$ cat src/rtl/seq_booth_mul.sv
// seq_booth_mul: iterative signed/unsigned multiplier, one multiplier bit per clock.
// Valid/ready handshakes on input and output; result is 2*WIDTH bits, exact product.
// Optional macro SEQ_MUL_EARLY_TERM_EN: finish as soon as the remaining multiplier
// bits are all zero (data-dependent latency 1..WIDTH cycles).
module seq_booth_mul #(
  parameter int WIDTH = 32
) (
  input  logic               clk,
  input  logic               rst_n,
  input  logic               in_valid,
  output logic               in_ready,
  input  logic [WIDTH-1:0]   a,
  input  logic [WIDTH-1:0]   b,
  input  logic               signed_mode,
  output logic               out_valid,
  input  logic               out_ready,
  output logic [2*WIDTH-1:0] result,
  output logic               busy
);

  localparam int CNT_W = $clog2(WIDTH) + 1;
  localparam logic [CNT_W-1:0] LAST_IDX = CNT_W'(WIDTH - 1);

  typedef enum logic [1:0] {
    S_IDLE,
    S_BUSY,
    S_DONE
  } state_t;

  state_t             state_q;
  logic [2*WIDTH-1:0] mcand_q, mcand_d;
  logic [WIDTH-1:0]   mplr_q, mplr_d;
  logic [2*WIDTH-1:0] acc_q, acc_d;
  logic [CNT_W-1:0]   cnt_q, cnt_d;
  logic               smode_q;
  logic               in_ready_q;
  logic               busy_q;
  logic               out_valid_q;
  logic [2*WIDTH-1:0] a_ext;
  logic               finish;

  // One iteration step: the multiplicand is kept pre-shifted by the iteration index
  // (mcand_q == Q << i) and the multiplier shifts right so the examined bit is always bit 0.
  always_comb begin
    a_ext   = signed_mode ? {{WIDTH{a[WIDTH-1]}}, a} : {{WIDTH{1'b0}}, a};
    acc_d   = acc_q;
    if (mplr_q[0]) begin
      // the two's-complement sign bit carries negative weight
      if (smode_q && (cnt_q == LAST_IDX)) acc_d = acc_q - mcand_q;
      else                                acc_d = acc_q + mcand_q;
    end
    mcand_d = mcand_q << 1;
    mplr_d  = mplr_q >> 1;
    cnt_d   = cnt_q + CNT_W'(1);
    finish  = (cnt_q == LAST_IDX);
`ifdef SEQ_MUL_EARLY_TERM_EN
    // bits above the current one are all zero: nothing left to add
    finish  = finish | (mplr_q[WIDTH-1:1] == '0);
`endif
  end

  // Control FSM with registered handshake outputs and datapath registers.
  always_ff @(posedge clk) begin
    if (!rst_n) begin
      state_q     <= S_IDLE;
      mcand_q     <= '0;
      mplr_q      <= '0;
      acc_q       <= '0;
      cnt_q       <= '0;
      smode_q     <= 1'b0;
      in_ready_q  <= 1'b1;
      busy_q      <= 1'b0;
      out_valid_q <= 1'b0;
    end else begin
      case (state_q)
        S_IDLE: begin
          if (in_valid && in_ready_q) begin
            mcand_q    <= a_ext;
            mplr_q     <= b;
            smode_q    <= signed_mode;
            acc_q      <= '0;
            cnt_q      <= '0;
            in_ready_q <= 1'b0;
            busy_q     <= 1'b1;
            state_q    <= S_BUSY;
          end
        end
        S_BUSY: begin
          acc_q   <= acc_d;
          mcand_q <= mcand_d;
          mplr_q  <= mplr_d;
          cnt_q   <= cnt_d;
          if (finish) begin
            busy_q      <= 1'b0;
            out_valid_q <= 1'b1;
            state_q     <= S_DONE;
          end
        end
        S_DONE: begin
          if (out_ready) begin
            out_valid_q <= 1'b0;
            in_ready_q  <= 1'b1;
            state_q     <= S_IDLE;
          end
        end
        default: begin
          state_q     <= S_IDLE;
          in_ready_q  <= 1'b1;
          busy_q      <= 1'b0;
          out_valid_q <= 1'b0;
        end
      endcase
    end
  end

  assign in_ready  = in_ready_q;
  assign busy      = busy_q;
  assign out_valid = out_valid_q;
  assign result    = acc_q;

endmodule

$ cat config.mk
export PLATFORM = sky130hd
export DESIGN_NAME = seq_booth_mul
export DESIGN_NICKNAME = d
export VERILOG_FILES = /design/src/rtl/seq_booth_mul.sv
export SDC_FILE = /design/constraint.sdc
export NUM_CORES = 1
export LEC_CHECK = 0
export ABC_AREA = 1
export BUFFER_PORTS_ARGS = -buffer_cell sky130_fd_sc_hd__buf_2
export CAP_MARGIN = 20
export CORE_AREA = 2 2 207 148
export CTS_CLUSTER_DIAMETER = 30
export DETAILED_ROUTE_END_ITERATION = 16
export DIE_AREA = 0 0 209 150
export PLACE_DENSITY = 0.67
export SYNTH_ARGS = -nofsm -noshare
export SYNTH_HDL_FRONTEND = slang
export SYNTH_SLANG_ARGS = --single-unit
$ cat constraint.sdc
create_clock -name clk -period 9.1 [get_ports clk]
set_input_delay 0.91 -clock clk [delete_from_list [all_inputs] [get_ports clk]]
set_output_delay 0.91 -clock clk [all_outputs]
set_load 0.02 [all_outputs]
==> metrics.txt, run 1 <==
Initial Util=0.483; Clock H-tree levels=4; Synth Cell Area=between 10000 and 15000 um^2; Post-CTS Setup Inserts=0; layout cells sized above 1=0.0948; nature of the critical path startpoint=flip-flop; fillcell total=between 3000 and 4000; pre-CTS worst setup slack=about 4700 ps; drc violations=0; outcome=completed; crit end category=flip-flop; Power Density=about 170 nW/um^2; largest net degree at the start of global routing=67; syn nets=about 2600; start point of the critical path=cnt_q[0]; Core Area=about 30000 um^2; P&R area growth vs syn=11.1%; number of flops mapped to enable cells by yosys=0; post-synthesis simple-gate area fraction=0.390; vias per cell=approximately 5.4; grt ovf=0; type of the worst min-delay path=reg -> reg; Power Internal=approximately 1.5 mW; first-pass GRT wire length=just over 80000 um; Reg power frac=0.336; chip height=150 um; CP required=between 9000 and 10000 ps; Buffers on Ports=roughly 140; post-layout worst setup margin=about 4700 ps; Clk pwr share=0.276; Crit Path Max Fanout=between 50 and 60; Tmin final=roughly 4400 ps; Setup Viol. Count Final=0; yosys warns=0; RSZ-0062 raised after global routing=false; XOR/XNOR Fraction of Synth Area=0.0381; Net Sw Power=1.21 mW; Slew Limit Fails=0; Final Hold Fails=0; maximum VDD drop=0.139 mV; Max Cap Viol=0; I/O pin count=approximately 140; total placed cells including tap cells=just under 3000; vias in the first global route=between 10000 and 15000; Clock Skews=roughly 16 ps; FF/Latch Area=about 3400 um^2; largest family of logic cells by synthesized area=simple AND/OR/NAND/NOR gates; WL/cell=17.8 um; FF+latch count, synth=between 150 and 200; DP Wirelength=between 40000 and 50000 um; total power=2.76 mW; Inserted Diodes=0; root buffer cell=clkbuf_16; dpl cell area=about 15000 um^2; total CTS buffers=17; vias post-DR=15900; Main synth FF type=dfxtp_1; worst reg2reg startpoint=cnt_q[0]; area of the multi-input gates=9000 um^2; cts hold-fix bufs=0; Die ar.=between 30000 and 40000 um^2; final worst-path cycle share=0.487; Clk Latency, worst-skew pair=470 ps; GP Congestion=0.987; Layout Cells excl Fill=between 2000 and 3000; Sink Count=around 170; switch share=0.439; post-CTS sizing=0; Mapped Cells=2455; Worst-Margin Slew=around 860 ps; Worst Setup Path Type=reg -> reg; Seq/Total Area, Yosys=0.242; Routed Antenna Nets=0; Synth Area in Compound Gates=0.144; CTS tree=yes; GRT Total Usage=0.336; First-pass DRT Iterations=6; Comb pwr share=0.388; Clock Tree Buf Depth=2; fraction of the mapped netlist area in adder cells=0.0585; synthesized area per cell=approximately 5.8 um^2; initial antenna violation count=0; WP data arrival=slightly below 5000 ps; Synth cell types=between 50 and 60; Die X=between 200 and 250 um; share of flip-flops with an asynchronous set or reset=0; drt initial violations=roughly 1600; relative slew slack=0.425; Fmax=~0.23 GHz; P_leak=8.32 nW; post-synthesis mux area share=0; clock slew at reported path FFs=~80 ps; Total Wirelength=~52000 um; row cnt=53; Layout Cell Area excl Fill=around 16000 um^2; worst min-delay path startpoint=mplr_q[31]; # nets final=around 2700; setup TNS=0 ps
==> path summary, 6_finish.rpt <==
path	slack, ps	cells past startpoint	to
worst max-delay path	4670	22	result[57]
worst min-delay path	470	2	mplr_q[31]
worst max register to register	4670	22	result[57]
worst min register to register	470	2	mplr_q[31]
==> layout make-up <==
type | count | share of cell area
clock buffer | 18 | 0.0271
clock inverter | 13 | 0.00941
inverter | 410 | 0.0973
multi-input combinational | 1806 | 0.569
sequential | 172 | 0.218
tap | 385 | 0.0304
timing repair buffer | 145 | 0.0495
==> registers in the layout, indices dropped and copies added (netlist names) <==
signal,flops
mcand_q,64
result,64
mplr_q,32
cnt_q,6
state_q,2
busy,1
in_ready,1
out_valid,1
smode_q,1
==> cells by family after synthesis <==
| kind of cell | count (synthesis) |
|---|---|
| simple gates | 1339 |
| buf+inv | 477 |
| compound gates | 339 |
| flops | 172 |
| fa+ha+maj | 66 |
| xor+xnor | 62 |
==> through the flow <==
step                      utilization  hold slack (ps)
final                           0.536              469
after global routing            0.536              498
after CTS                       0.536              470
after detailed placement        0.516              461
after global placement          0.515              450
after floorplan                     -              441
==> power groups by stage <==
| stage | Sequential (mW) | Clock, mW | Combinational, mW |
|---|---|---|---|
| global route | 0.941 | 0.801 | 1.18 |
| global placement | 0.940 | 0 | 1.03 |
| detailed placement | 0.943 | 0 | 1.04 |
| CTS | 0.926 | 0.771 | 1.05 |
| finish | 0.929 | 0.763 | 1.07 |
| floorplan | 0.920 | 0 | 0.733 |
==> critical path: stages, from the launching register on <==
cell,delay [ps]
dfxtp_1,370
ha_1,170
nand2_1,80
nor2_2,120
nand2_2,90
nor2_4,120
nand2_4,360
inv_2,550
o21ai_0,240
xor2_1,170
inv_1,90
ha_1,410
nand2_1,210
inv_1,60
a21oi_1,270
nor2_1,70
nor2_1,90
nand2_1,60
a21oi_1,390
nand2_1,110
nand2_1,80
nand3_1,80
a21oi_1,150
==> synth_stat cells (all sizes together) (2+ instances only) <==
| cell | n | area (um^2) |
|---|---|---|
| or2 | 20 | 125 |
| o21ai | 56 | 288 |
| a31oi | 35 | 225 |
| and3 | 2 | 13.8 |
| nand3b | 20 | 150 |
| o21bai | 3 | 22.5 |
| o31ai | 4 | 48.8 |
| xor2 | 60 | 526 |
| nor4 | 3 | 25.0 |
| ha | 65 | 813 |
| o22ai | 2 | 12.5 |
| nand3 | 117 | 591 |
| a211oi | 2 | 15.0 |
| nor2 | 300 | 1210 |
| o221ai | 61 | 534 |
| clkbuf | 43 | 161 |
| buf | 24 | 123 |
| o21a | 2 | 15.0 |
| a21oi | 168 | 848 |
| nand2 | 822 | 3110 |
| dfxtp | 172 | 3440 |
| xnor2 | 2 | 17.5 |
| inv | 409 | 1540 |
| a21o | 3 | 22.5 |
| nand4 | 22 | 144 |
| nor3 | 29 | 155 |
==> cell usage in the layout (no fill, tap or decap), types with 60 or more instances in the layout <==
cell	netlist	routed
o221ai_1	61	61
nor2_1	280	278
nand3_1	116	116
ha_1	65	65
inv_1	403	403
xor2_1	60	60
dfxtp_1	172	172
a21oi_1	166	166
buf_2	14	135
nand2_1	815	815
==> metal layers <==
metal | global-route usage | vias to the layer above | wire [um]
met5 | 0 | - | 0
met2 | 0.476 | 658 | 20700
met1 | 0.517 | 7273 | 26100
met3 | 0.0619 | 47 | 4930
li1 | - | 7963 | -
met4 | 0.0729 | 0 | 699
Note: power is estimated with default switching activity, not from simulation.
==> run 2, diff against run 1 <==
- clock period: 9.1 -> 4.5 ns (I/O delays scaled with it)
==> metrics.txt, run 2 (same netlist as run 1, synthesis figures left out) <==
outcome=completed; area of the multi-input gates=~9000 um^2; cts hold-fix bufs=0; chip height=around 150 um; Clk Latency, worst-skew pair=roughly 460 ps; total CTS buffers=17; final worst-path cycle share=0.913; final core occ=0.539; grt ovf=0; nature of the critical path startpoint=flip-flop; crit end category=flip-flop; CP max-delay cell=ha_1; CP max stage delay=around 420 ps; First-pass DRT Iterations=6; Clock Tree Buf Depth=2; Core Area=29500 um^2; worst reg2reg startpoint=cnt_q[0]; clock slew at reported path FFs=90 ps; DP Wirelength=42200 um; first-pass GRT wire length=80300 um; Max Cap Viol=0; Clock H-tree levels=4; I/O pin count=roughly 140; initial antenna violation count=1; Routed Antenna Nets=0; drc violations=0; CP cell instances=ha_1 -> nand2_1 -> nor2_2 -> nand2_2 -> nor2_4 -> nand2_4 -> inv_2 -> a41oi_1 -> nor2_1 -> xor2_1 -> inv_1 -> ha_1 -> nand2_1 -> nor2_1 -> nand2_1 -> inv_1 -> nand2_1 -> nor3_1 -> nand2_1 -> nand3b_1 -> nand2_1 -> nand3_1 -> a21oi_1; vias post-DR=between 15000 and 20000; Power Density=~350 nW/um^2; total power=5.62 mW; Layout Cell Area excl Fill=15900 um^2; GP Congestion=roughly 1.0; Die ar.=roughly 31000 um^2; vias per cell=~5.4; fillcell total=3130; most frequent cells in the layout=nand2_1 (815), inv_1 (403), nor2_1 (278); Initial Util=0.483; row cnt=between 50 and 60; root buffer cell=clkbuf_16; Sink Count=approximately 170; P&R area growth vs syn=11.6%; CP required=~4800 ps; crit-path leading delay family=simple AND/OR/NAND/NOR gates; Buf/Inv on CP=3; Setup Viol. Count Final=0; type of the worst min-delay path=in -> reg; Crit Path Max Fanout=22; maximum VDD drop=0.348 mV; Clock Skews=approximately 20 ps; start point of the critical path=cnt_q[0]; most frequent cell on the critical path=nand2_1; worst min-delay path startpoint=a[0]; commonest non-fill, non-tap cell in the layout=nand2_1; Buffers on Ports=~140; Worst Setup Path Type=reg -> reg; Worst-Margin Slew=approximately 1100 ps; FF/Latch Area=3440 um^2; Tmin final=between 4000 and 5000 ps; RSZ-0062 raised after global routing=true; Fmax=around 0.24 GHz; Slew Limit Fails=0; P_leak=between 8 and 9 nW; Final Hold Fails=0; Post-CTS Setup Inserts=0; layout cells sized above 1=0.0977; relative slew slack=0.288; post-CTS sizing=0; Die X=209 um; vias in the first global route=approximately 14000; WL/cell=17.8 um; GRT Total Usage=0.333; largest net degree at the start of global routing=80; WP data arrival=approximately 4400 ps; CTS tree=yes; # nets final=between 2000 and 3000; Total Wirelength=between 50000 and 60000 um; drt initial violations=roughly 1800; dpl cell area=roughly 15000 um^2
run 2: cell types whose count changed in the layout (fill, tap and decap cells not counted), sizes merged:
cell and delta:
buf +5, bufinv -1, clkinv +4, clkinvlp -1
diode +1, inv -1
run 2: final timing paths:
check                    end  slack (ps)  cells after the start
setup / recovery  result[53]         390                     23
hold reg to reg         busy         470                      2
setup reg to reg  result[53]         390                     23
hold / removal    mcand_q[0]         250                      3
run 2: through the flow:
step	std cells	setup TNS [ps]	setup slack [ps]	hold slack, ps
after detailed placement	2922	0	380	454
after global routing	2955	-19.5	-19.5	255
after floorplan	2455	0	1550	441
after global placement	2921	0	402	450
after CTS	2954	0	353	226
final	2956	0	393	253
run 2: power breakdown:
part,leakage (nW),switching [mW],internal [mW]
sequential,1.40,0.186,1.69
clock,0.299,0.800,0.768
combinational,6.66,1.51,0.662
run 2: area by class of cell:
| type | instances | area share |
|---|---|---|
| antenna | 1 | 0.000157 |
| multi-input combinational | 1806 | 0.566 |
| sequential | 172 | 0.217 |
| inverter | 410 | 0.0968 |
| tap | 385 | 0.0303 |
| clock inverter | 14 | 0.0105 |
| clock buffer | 18 | 0.0276 |
| timing repair buffer | 150 | 0.0518 |
run 2: per-layer routing:
layer,GRT usage,vias to the layer above,part of all wire
li1,-,7981,-
met2,0.466,669,0.39
met3,0.0625,65,0.089
met4,0.0771,2,0.018
met5,0,-,0.00025
met1,0.517,7391,0.51
run 2: worst register-to-register path: stages (launching register included):
cell	delay, ps
dfxtp_1	370
ha_1	170
nand2_1	80
nor2_2	120
nand2_2	90
nor2_4	140
nand2_4	70
inv_2	340
a41oi_1	240
nor2_1	230
xor2_1	200
inv_1	150
ha_1	420
nand2_1	130
nor2_1	190
nand2_1	140
inv_1	110
nand2_1	120
nor3_1	160
nand2_1	150
nand3b_1	120
nand2_1	60
nand3_1	80
a21oi_1	70
